==> src/rtl/sub32_pkg.sv <==
// Shared types and constants for the serial 32-bit subtractor.
// Holds the datapath width, FSM state type and counter sizing helper.
package sub32_pkg;

  localparam int WIDTH = 32;

  typedef enum logic [1:0] {
    IDLE = 2'd0,
    RUN  = 2'd1,
    DONE = 2'd2
  } state_t;

  // Width of a counter able to hold 0..n-1, never less than one bit
  function automatic int cnt_w(input int n);
    return (n <= 2) ? 1 : $clog2(n);
  endfunction

endpackage

==> src/rtl/sub32_serial_sub_digit.sv <==
// One DIGIT_W-bit subtract-with-borrow slice.
// Purely combinational: diff = x - y - bi, bo set on underflow.
module sub_digit #(
  parameter int DIGIT_W = 4
) (
  input  logic [DIGIT_W-1:0] x,
  input  logic [DIGIT_W-1:0] y,
  input  logic               bi,
  output logic [DIGIT_W-1:0] diff,
  output logic               bo
);

  logic [DIGIT_W:0] full;

  // Extra top bit of the widened difference is the borrow-out
  always_comb begin
    full = {1'b0, x} - {1'b0, y} - {{DIGIT_W{1'b0}}, bi};
    diff = full[DIGIT_W-1:0];
    bo   = full[DIGIT_W];
  end

endmodule

==> src/rtl/sub32_serial.sv <==
// Serial 32-bit subtractor, DIGIT_W bits per clock, LSB first.
// Define SUB32_SERIAL_OVF_EN to add the signed overflow output ovf.
module sub32_serial
  import sub32_pkg::*;
#(
  parameter int DIGIT_W = 4
) (
  input  logic              clk,
  input  logic              rst_n,
  input  logic              start,
  input  logic [WIDTH-1:0]  a,
  input  logic [WIDTH-1:0]  b,
  input  logic              bin,
  output logic              busy,
  output logic              done,
  output logic [WIDTH-1:0]  d,
  output logic              bout
`ifdef SUB32_SERIAL_OVF_EN
  ,
  output logic              ovf
`endif
);

  localparam int N  = WIDTH / DIGIT_W;
  localparam int CW = cnt_w(N);

  state_t             state;
  logic [CW-1:0]      cnt;
  logic [WIDTH-1:0]   a_r;
  logic [WIDTH-1:0]   b_r;
  logic [WIDTH-1:0]   d_r;
  logic [WIDTH-1:0]   d_next;
  logic               brw;
  logic [DIGIT_W-1:0] diff;
  logic               bo;
  logic               last;

`ifdef SUB32_SERIAL_OVF_EN
  logic sa;
  logic sb;
  logic ovf_r;
`endif

  sub_digit #(
    .DIGIT_W(DIGIT_W)
  ) u_digit (
    .x   (a_r[DIGIT_W-1:0]),
    .y   (b_r[DIGIT_W-1:0]),
    .bi  (brw),
    .diff(diff),
    .bo  (bo)
  );

  assign last = (cnt == CW'(N - 1));

  // Result fills from the top so after N slices it is aligned
  generate
    if (DIGIT_W == WIDTH) begin : g_whole
      assign d_next = diff;
    end else begin : g_shift
      assign d_next = {diff, d_r[WIDTH-1:DIGIT_W]};
    end
  endgenerate

  // FSM with operand shifting, borrow chain and registered status
  always_ff @(posedge clk or negedge rst_n) begin
    if (!rst_n) begin
      state <= IDLE;
      busy  <= 1'b0;
      done  <= 1'b0;
      cnt   <= '0;
      a_r   <= '0;
      b_r   <= '0;
      d_r   <= '0;
      brw   <= 1'b0;
`ifdef SUB32_SERIAL_OVF_EN
      sa    <= 1'b0;
      sb    <= 1'b0;
      ovf_r <= 1'b0;
`endif
    end else begin
      unique case (state)
        IDLE, DONE: begin
          done <= 1'b0;
          if (start) begin
            a_r   <= a;
            b_r   <= b;
            brw   <= bin;
            cnt   <= '0;
            busy  <= 1'b1;
            state <= RUN;
`ifdef SUB32_SERIAL_OVF_EN
            sa    <= a[WIDTH-1];
            sb    <= b[WIDTH-1];
`endif
          end else begin
            state <= IDLE;
          end
        end
        RUN: begin
          a_r <= a_r >> DIGIT_W;
          b_r <= b_r >> DIGIT_W;
          brw <= bo;
          d_r <= d_next;
          cnt <= cnt + CW'(1);
          if (last) begin
            busy  <= 1'b0;
            done  <= 1'b1;
            state <= DONE;
`ifdef SUB32_SERIAL_OVF_EN
            ovf_r <= (sa ^ sb) & (diff[DIGIT_W-1] ^ sa);
`endif
          end
        end
        default: begin
          busy  <= 1'b0;
          done  <= 1'b0;
          state <= IDLE;
        end
      endcase
    end
  end

  assign d    = d_r;
  assign bout = brw;
`ifdef SUB32_SERIAL_OVF_EN
  assign ovf  = ovf_r;
`endif

endmodule

==> config.mk <==
export PLATFORM = sky130hd
export DESIGN_NAME = sub32_serial
export DESIGN_NICKNAME = d
export VERILOG_FILES = /design/src/rtl/sub32_pkg.sv /design/src/rtl/sub32_serial_sub_digit.sv /design/src/rtl/sub32_serial.sv
export SDC_FILE = /design/constraint.sdc
export NUM_CORES = 1
export LEC_CHECK = 0
export ABC_AREA = 1
export BUFFER_PORTS_ARGS = -buffer_cell sky130_fd_sc_hd__clkbuf_2
export CAP_MARGIN = 10
export CORE_MARGIN = 1.5
export CORE_UTILIZATION = 25
export DETAILED_ROUTE_END_ITERATION = 7
export SLEW_MARGIN = 20
export SYNTH_ARGS = -nofsm -noshare
export SYNTH_HDL_FRONTEND = slang
export SYNTH_HIERARCHICAL = 1
export SYNTH_SLANG_ARGS = --single-unit
export TNS_END_PERCENT = 10
==> constraint.sdc <==
create_clock -name clk -period 5.9 [get_ports clk]
set_input_delay 0.885 -clock clk [delete_from_list [all_inputs] [get_ports clk]]
set_output_delay 0.885 -clock clk [all_outputs]
set_load 0.02 [all_outputs]
== After elaboration in Yosys (flattened, before gate mapping) ==
Cells that the tools add are included.
Widths: inputs -> output; s select.

* $add $sub $neg: 3
* Equality and inequality tests: 5
* Mux-type cells: 16
* Reductions and logical operators: 5

{| class="wikitable"
|+ Operators by type and width
! cell !! number
|-
| $pmux 32 s2 || 2
|-
| $mux 32 || 2
|-
| $mux 1 || 6
|-
| $pmux 3 s2 || 1
|-
| $sub 4x4->5 || 1
|-
| $sub 5x1->5 || 1
|-
| $ne 2x2->1 const B || 2
|-
| $pmux 1 s2 || 2
|-
| $pmux 2 s2 || 1
|-
| $reduce_and 2->1 || 2
|-
| $add 3x1->3 const B || 1
|-
| $eq 3x3->1 const B || 1
|-
| $mux 3 || 1
|-
| $eq 2x1->1 const B || 1
|-
| $eq 2x2->1 const B || 1
|-
| $logic_not 2->1 || 1
|-
| $mux 2 || 1
|-
| $reduce_bool 2->1 || 1
|-
| $reduce_or 2->1 || 1
|}

* Register bits: 104
* Input port bits: 68
* Output and inout port bits: 35
* Logic and storage cells: 37

== Depth between registers and ports, before layout ==
Gate-level depths: netlist (run 1).

* Word-level depth: 4
* Gate-level depth with buffers: 13
* Mapped depth without buffers: 13

== Hierarchy ==
The synthesis (run 1) kept the hierarchy.

{| class="wikitable"
|+ Modules (own cells, without submodules)
! module !! instances !! cells an instance !! area each (um^2) !! sequential area each (um^2)
|-
| sub32_serial || 1 || 665 || 5,028.6 || 2,602.5
|-
| sub_digit || 1 || 35 || 230.2 || 0.0
|}

== Least setup slack after synthesis (run 1) ==
No wires, ideal clock.

* Path type: register to register
* Start: register brw (netlist: bout)
* End: register brw (netlist: bout)
* Library setup time: 117 ps
* Arrival time: 1,867 ps
* Required time: 5,783 ps
* Slack: 3,916 ps
* Stages on the path, launching flop included: 14
* Path buffers: 0
* Clock period less this slack: 1,984 ps
* Cells stage by stage: dfrtp_1 > inv_1 > fa_1 > fa_1 > inv_1 > nand2_1 > nand2_1 > nand2_1 > nand2_1 > nand2_1 > inv_1 > nand3_1 > nand3_1 > nand2_1

* Word-level cells in the longest chain between the ends: 2

{| class="wikitable"
|+ Ends and longest elaborated chain
! item !! RTL line !! text
|-
| start: declaration || sub32_serial.sv:33 || <nowiki>logic brw;</nowiki>
|-
| start signal: assignment || sub32_serial.sv:88 || <nowiki>brw <= bin;</nowiki>
|-
| start signal: assignment || sub32_serial.sv:103 || <nowiki>brw <= bo;</nowiki>
|-
| $sub 5x1->5 || sub32_serial_sub_digit.sv:17 || <nowiki>full = {1'b0, x} - {1'b0, y} - {{DIGIT_W{1'b0}}, bi};</nowiki>
|-
| via bo || sub32_serial.sv:35 || <nowiki>logic bo;</nowiki>
|-
| $pmux 1 s2 || sub32_serial.sv:82 || <nowiki>unique case (state)</nowiki>
|}

The timed path passes the listed nets, and every way through them passes these cells.
A chain may end at the register's enable or synchronous reset.

== Worst setup path after layout (run 1) ==
* Start: register state[1]
* End: register b_r[2]

* Word-level cells in the longest chain between the ends: 4
* Elaborated cells between the ends (all ways): 8
* Those cells by class: eq/ne: 3; mux: 1; reduce/logical: 4

{| class="wikitable"
|+ Ends and longest elaborated chain
! item !! RTL line !! text
|-
| start: declaration || sub32_serial.sv:27 || <nowiki>state_t state;</nowiki>
|-
| start signal: assignment || sub32_serial.sv:68 || <nowiki>state <= IDLE;</nowiki>
|-
| start signal: assignment || sub32_serial.sv:91 || <nowiki>state <= RUN;</nowiki>
|-
| start signal: assignment || sub32_serial.sv:97 || <nowiki>state <= IDLE;</nowiki>
|-
| $eq 2x2->1 or $logic_not 2->1 (tied branches) || sub32_serial.sv:82 ||
|-
| $reduce_or 2->1 || sub32_serial.sv:82 ||
|-
| $ne 2x2->1 (no line) or $reduce_bool 2->1 (tied branches) || -- ||
|-
| $reduce_and 2->1 (no line) || -- ||
|-
| end signal: assignment || sub32_serial.sv:102 || <nowiki>b_r <= b_r >> DIGIT_W;</nowiki>
|-
| end: declaration || sub32_serial.sv:30 || <nowiki>logic [WIDTH-1:0] b_r;</nowiki>
|}

Parallel ways exist; a longest one is shown, timed or not.

==> out/qor.csv, run 1 <==
stage,metric,value,unit
timing,finalHoldViolCount,0,
global_routing,antenna_found_initial,0,
cts,postCtsHoldBufs,0,
critical_path,r2r-start,state[1],
timing,max_freq,350,MHz
logic_synthesis,synthTopCellsByArea,"dfrtp_1 49%, nand2_1 17%, nand3_1 11%",
global_routing,grt_pass1_vias,4217,
routing,drc,0,
finish,num-nets-final,855,
routing,drt_iter0_drc,254,
routing,wl_per_cell,11.9,um
logic_synthesis,syn_nets,778,
global_routing,grtUsageMet3,2.44,%
global_routing,use_met1,17.7,%
power,power,3.59,mW
finish,drive_gt1_share,16.5,%
finish,stdcell_area,0.00619,sq mm
timing,skew,0.0115,ns
cts,cts_buffer_depth,2,
power,ir_drop,319,uV
routing,vias_per_cell,4.18,
cts,h-tree-depth,3,
cts,cts_buffers,9,
logic_synthesis,syn-cell-area,0.00526,sq mm
routing,ant_nets,0,
critical_path,r2r_slack,3.04,ns
cts,cts_tree,built,
critical_path,cp-startpoint,state[1],
timing,min_period_over_period,48.4,%
routing,first_pass_iters,5,
routing,wl,12500,um
logic_synthesis,yosys_warnings,6,
timing,drv_slew,0,
cts,cts.repair.resized,0,
power,p_leak,3.58,nW
logic_synthesis,synth_top_area_share,49.5,%
die,ios,103,
critical_path,reg2reg_to,b_r[2],
placement,dpl-instance-area,0.00590,sq mm
critical_path,cp-end-kind,flip-flop,
cts,root_buffer,clkbuf_16,
global_routing,grt-ovfl-total,0,
critical_path,crit_chain,"inv_2, nand2_4, nand2_4, inv_2, nand2_1, nand2_1",
critical_path,rr_worst_depth,6,
die,dieHeight,148,um
critical_path,endpoint,b_r[2],
placement,place.gp.congestion,0.737,
critical_path,slowest_delay,0.75,ns
critical_path,path_class,reg -> reg,
job,maxCapViolations,0,
critical_path,crit_fanout,67,
logic_synthesis,ys_ff_latch,104,
logic_synthesis,syn_avg_cell_area,7.51,sq um
timing,period_needed,2.86,ns
critical_path,cp_top_family,buffers and inverters,
outcome,status,completed,
placement,portBuffers,102,
timing,fin_setup_tns,0,ns
global_routing,use_met2,17.5,%
global_routing,grt_pass1_wl,21000,um
timing,grt_setup_unrepaired,no,
global_routing,grt_usage,11.8,%
critical_path,worstPathRequired,6.13,ns
critical_path,critPathSlowestCell,inv_2,
power,p_per_area,579,mW/mm^2
finish,antenna_cells,0,
die,die_area,0.0219,sq mm
cts,cts_setup_buffers,0,
die,die_x,148,um
cts,cts_sinks,104,
min_path,hold_class,reg -> reg,
critical_path,crit_buf_inv,2,
timing,setup_viol,0,
logic_synthesis,synth_largest_area_cell,dfrtp_1,
cts,clock_latency,0.35,ns
logic_synthesis,netlist_instances,700,
logic_synthesis,ys_types,20,
global_routing,top_usage_layer,met1,
cts,clkTransAtPathRegs,0.07,ns
critical_path,cp.arrival,3.08,ns
die,core_area,0.0204,sq mm
finish,fin_util,30.3,%
logic_synthesis,ys_seq_area_share,49.5,%
timing,worst_pin_slew,1.02,ns
critical_path,startpoint_type,flip-flop,
critical_path,cp.depth,6,
routing,via_count,4393,
placement,dp_hpwl,8200,um
die,start_util,25.7,%
die,rows,52,
global_routing,grt_max_degree,93,
timing,slew_headroom,31.7,%
finish,syn2layout_area_growth,17.7,%
## per-stage QoR
step	hold WS [ns]	setup WS, ns	cells
6_report	0.481	3.04	1052
5_1_grt	0.494	2.74	1052
4_1_cts	0.485	2.81	1052
3_5_place_dp	0.465	2.85	1036
3_3_place_gp	0.462	2.85	1036
2_1_floorplan	0.446	3.92	700
## final cells by class
type | instances | area [sq um]
clock buffer | 11 | 243
clock inverter | 5 | 40.0
fill | 2268 | 14200
inverter | 146 | 548
multi-input combinational | 411 | 1880
sequential | 104 | 2610
tap | 270 | 338
timing repair buffer | 105 | 536
## how the worst min path moves through the flow
stage	start	to	slack, ns	cells past startpoint
floorplan	cnt[1]	cnt[1]	0.45	2
global placement	a_r[26]	a_r[26]	0.46	2
detailed placement	a_r[19]	a_r[19]	0.46	2
CTS	a_r[19]	a_r[19]	0.48	2
global route	a_r[14]	a_r[14]	0.49	2
finish	a_r[19]	a_r[19]	0.48	2
## registers in the layout, summed over array words and instances, names as in the netlist
| signal | flops |
|---|---|
| state | 2 |
| done | 1 |
| b_r | 32 |
| busy | 1 |
| bout | 1 |
| cnt | 3 |
| d | 32 |
| a_r | 32 |
## logic make-up after synthesis
group                    share of synthesized area, %
buffers and inverters                            14.9
flip-flops                                       49.5
XOR/XNOR                                        0.167
adder cells (fa/ha/maj)                          2.66
AND/OR/NAND/NOR                                  28.8
AO/OA/AOI/OAI                                    4.00
## report_power, final
part           total, mW  internal (mW)  switching (mW)  leakage [nW]
combinational       1.70          0.596            1.11          2.16
clock              0.579          0.302           0.277         0.134
sequential          1.30           1.06           0.241          1.28
## worst reg2reg max path, cell delays in order (launching register included)
cell	delay (ns)
dfrtp_1	0.41
inv_2	0.75
nand2_4	0.10
nand2_4	0.56
inv_2	0.64
nand2_1	0.22
nand2_1	0.07
## synth_stat cells (all sizes together)
library cell,count
nand2,236
inv,146
ha,8
buf,34
clkbuf,5
nor2,6
xor2,1
o21ai,41
nand3,115
fa,2
nand3b,1
a21oi,1
dfrtp,104
## layout by cell type, fill, tap and decap left out
cell type / instances
xor2_1: 1
o21ai_0: 33
clkinv_2: 1
clkbuf_16: 9
inv_2: 3
nand2_1: 233
inv_8: 1
inv_6: 1
nor2_2: 2
clkbuf_8: 1
clkbuf_1: 1
fa_1: 2
ha_1: 8
clkinvlp_4: 2
inv_1: 143
clkbuf_2: 101
dfrtp_4: 1
nand3b_1: 1
a21oi_1: 1
buf_4: 4
nand3_1: 115
nor2_1: 4
o21ai_1: 8
dfrtp_1: 103
nand2_4: 3
## metal layers
| metal | part of all wire [%] | routed length (um) | vias up |
|---|---|---|---|
| met2 | 43 | 5380 | 127 |
| met5 | 0 | 0 | - |
| met1 | 51 | 6380 | 2008 |
| met3 | 5.6 | 700 | 7 |
| li1 | - | - | 2251 |
| met4 | 0.60 | 75 | 0 |
No activity file was read; power rests on OpenSTA's default activity.
==> run 2, diff against run 1 <==
==> constraint.sdc (replaced) <==
create_clock -name clk -period 2.6 [get_ports clk]
set_input_delay 0.39 -clock clk [delete_from_list [all_inputs] [get_ports clk]]
set_output_delay 0.39 -clock clk [all_outputs]
set_load 0.02 [all_outputs]
==> out/qor.csv, run 2 (synthesized netlist as in run 1, its figures left out) <==
stage,metric,value,unit,change
global_routing,grt_pass1_vias,4242,,+0.59%
critical_path,cp.arrival,2.26,ns,-0.82 ns
power,ir_drop,438,uV,+37%
critical_path,r2r_slack,0.59,ns,-2.45 ns
power,p_per_area,1320,mW/mm^2,+130%
timing,worst_pin_slew,0.713,ns,-0.311 ns
power,p_leak,3.63,nW,+1.4%
cts,cts_buffers,9,,unchanged
finish,drive_gt1_share,17.3,%,+0.76 points
critical_path,startpoint_type,flip-flop,,
die,core_area,0.0204,sq mm,unchanged
die,rows,52,,unchanged
timing,fin_setup_tns,0,ns,unchanged
cts,clkTransAtPathRegs,0.08,ns,about the same
die,dieHeight,148,um,unchanged
power,switchingPower,3.77,mW,+130%
critical_path,rr_worst_depth,13,,+7
timing,period_needed,2.01,ns,-0.849 ns
timing,grt_setup_unrepaired,no,,
routing,via_count,4421,,+0.64%
finish,antenna_cells,0,,unchanged
timing,skew,0.00534,ns,-0.00617 ns
critical_path,r2r-start,b_r[0],,
die,start_util,25.7,%,unchanged
critical_path,crit_fanout,2,,-97%
finish,layout.cells.non_filler,1058,,+0.57%
die,die_x,148,um,unchanged
finish,num-nets-final,861,,+0.70%
cts,cts_setup_buffers,0,,unchanged
cts,cts_sinks,104,,unchanged
min_path,hold_class,in -> async,,
global_routing,grt-ovfl-total,0,,unchanged
timing,slew_headroom,52.5,%,+21 points
placement,portBuffers,102,,unchanged
power,pwr-share-seq,34.2,%,-2.2 points
die,die_area,0.0219,sq mm,unchanged
critical_path,worstPathRequired,2.85,ns,-3.28 ns
routing,first_pass_iters,4,,-1
timing,finalHoldViolCount,0,,unchanged
placement,placed_cells,1042,,+0.58%
global_routing,grt_max_degree,67,,-28%
timing,max_freq,498,MHz,+42%
power,p_int,4.50,mW,+130%
timing,min_period_over_period,77.2,%,+29 points
global_routing,antenna_found_initial,1,,+1
global_routing,grt_usage,12.1,%,+0.30 points
power,pwr-share-clk,16.6,%,+0.5 points
power,combinationalPowerShare,49.1,%,+1.6 points
routing,drc,0,,unchanged
critical_path,reg2reg_to,bout,,
cts,cts_tree,built,,
critical_path,cp-end-kind,flip-flop,,
routing,drt_iter0_drc,212,,-17%
die,ios,103,,unchanged
routing,wl,12700,um,+1.4%
cts,cts_buffer_depth,2,,unchanged
placement,dp_hpwl,8160,um,-0.47%
cts,h-tree-depth,3,,unchanged
finish,fillers,2239,,-1.3%
routing,ant_nets,0,,unchanged
finish,final_common_cell,nand2_1,,
timing,drv_slew,0,,unchanged
cts,cts.repair.resized,0,,unchanged
outcome,status,completed,,
placement,place.gp.congestion,0.763,,+3.5%
global_routing,grt_pass1_wl,21100,um,+0.59%
finish,syn2layout_area_growth,19.3,%,
cts,postCtsHoldBufs,0,,unchanged
routing,wl_per_cell,12.0,um,+0.79%
cts,clock_latency,0.35,ns,about the same
critical_path,path_class,reg -> reg,,
finish,mostFrequentLayoutCells,"233 x nand2_1, 143 x inv_1, 115 x nand3_1",,
timing,setup_viol,0,,unchanged
power,p_sw_share,45.6,%,+0.27 points
routing,vias_per_cell,4.18,,about the same
cts,root_buffer,clkbuf_16,,
job,maxCapViolations,0,,unchanged
[run 2: changes by cell type in the layout (fill, tap and decap cells not counted)]
cell	before	now
clkbuf_1	1	0
buf_4	4	8
clkinvlp_4	2	0
clkinv_2	1	0
clkinv_8	0	1
clkbuf_8	1	0
inv_8	1	2
buf_12	0	2
dfrtp_2	0	1
dfrtp_4	1	0
clkinv_4	0	2
inv_6	1	2
[run 2: critical path, cell delays in order, from the launching register on]
cell,delay (ns)
dfrtp_1,0.34
inv_1,0.06
fa_1,0.47
fa_1,0.42
inv_1,0.06
nand2_1,0.06
nand2_1,0.08
nand2_1,0.05
nand2_1,0.05
nand2_1,0.04
inv_1,0.04
nand3_1,0.06
nand3_1,0.12
nand2_1,0.06
[run 2: through the flow]
| stage | setup WS [ns] | utilization, % | area [sq um] | hold WS, ns | total power, mW |
|---|---|---|---|---|---|
| 2_1_floorplan | 0.616 | - | 5260 | 0.0944 | 6.02 |
| 3_3_place_gp | 0.611 | 29.2 | 5970 | 0.461 | 6.90 |
| 3_5_place_dp | 0.584 | 29.2 | 5970 | 0.465 | 6.99 |
| 4_1_cts | 0.572 | 30.7 | 6270 | 0.0949 | 8.42 |
| 5_1_grt | 0.445 | 30.7 | 6270 | 0.135 | 9.17 |
| 6_report | 0.593 | 30.7 | 6270 | 0.0811 | 8.27 |
[run 2: how the worst max path moves through the flow]
stage / cells after the start / to / slack [ns] / startpoint
5_1_grt: 13 / bout / 0.44 / b_r[0]
4_1_cts: 13 / bout / 0.57 / b_r[0]
6_report: 13 / bout / 0.59 / b_r[0]
3_3_place_gp: 13 / bout / 0.61 / b_r[0]
2_1_floorplan: 13 / bout / 0.62 / bout
3_5_place_dp: 13 / bout / 0.58 / b_r[0]
[run 2: area by class of cell]
| class | count | area, sq um | share of cell area [%] |
|---|---|---|---|
| multi-input cells | 411 | 1880 | 29.9 |
| inverters | 146 | 548 | 8.74 |
| well taps | 270 | 338 | 5.39 |
| clock inverters | 7 | 73.8 | 1.18 |
| repair buffers | 111 | 606 | 9.65 |
| flip-flops and latches | 104 | 2600 | 41.5 |
| clock buffers | 9 | 225 | 3.59 |
[run 2: power by group through the flow]
| stage | registers (mW) | clock network (mW) | logic [mW] |
|---|---|---|---|
| detailed placement | 2.87 | 0 | 4.12 |
| floorplan | 3.05 | 0 | 2.97 |
| CTS | 2.84 | 1.43 | 4.15 |
| global placement | 2.84 | 0 | 4.07 |
| finish | 2.83 | 1.38 | 4.06 |
| global route | 2.93 | 1.49 | 4.75 |
[run 2: metal layers]
| metal | share of wire [%] | wire length (um) | GRT usage, % |
|---|---|---|---|
| met1 | 50 | 6390 | 17.1 |
| met2 | 44 | 5560 | 18.6 |
| met3 | 4.8 | 613 | 2.93 |
| met4 | 1.0 | 130 | 2.97 |
| met5 | 0.10 | 13 | 0 |
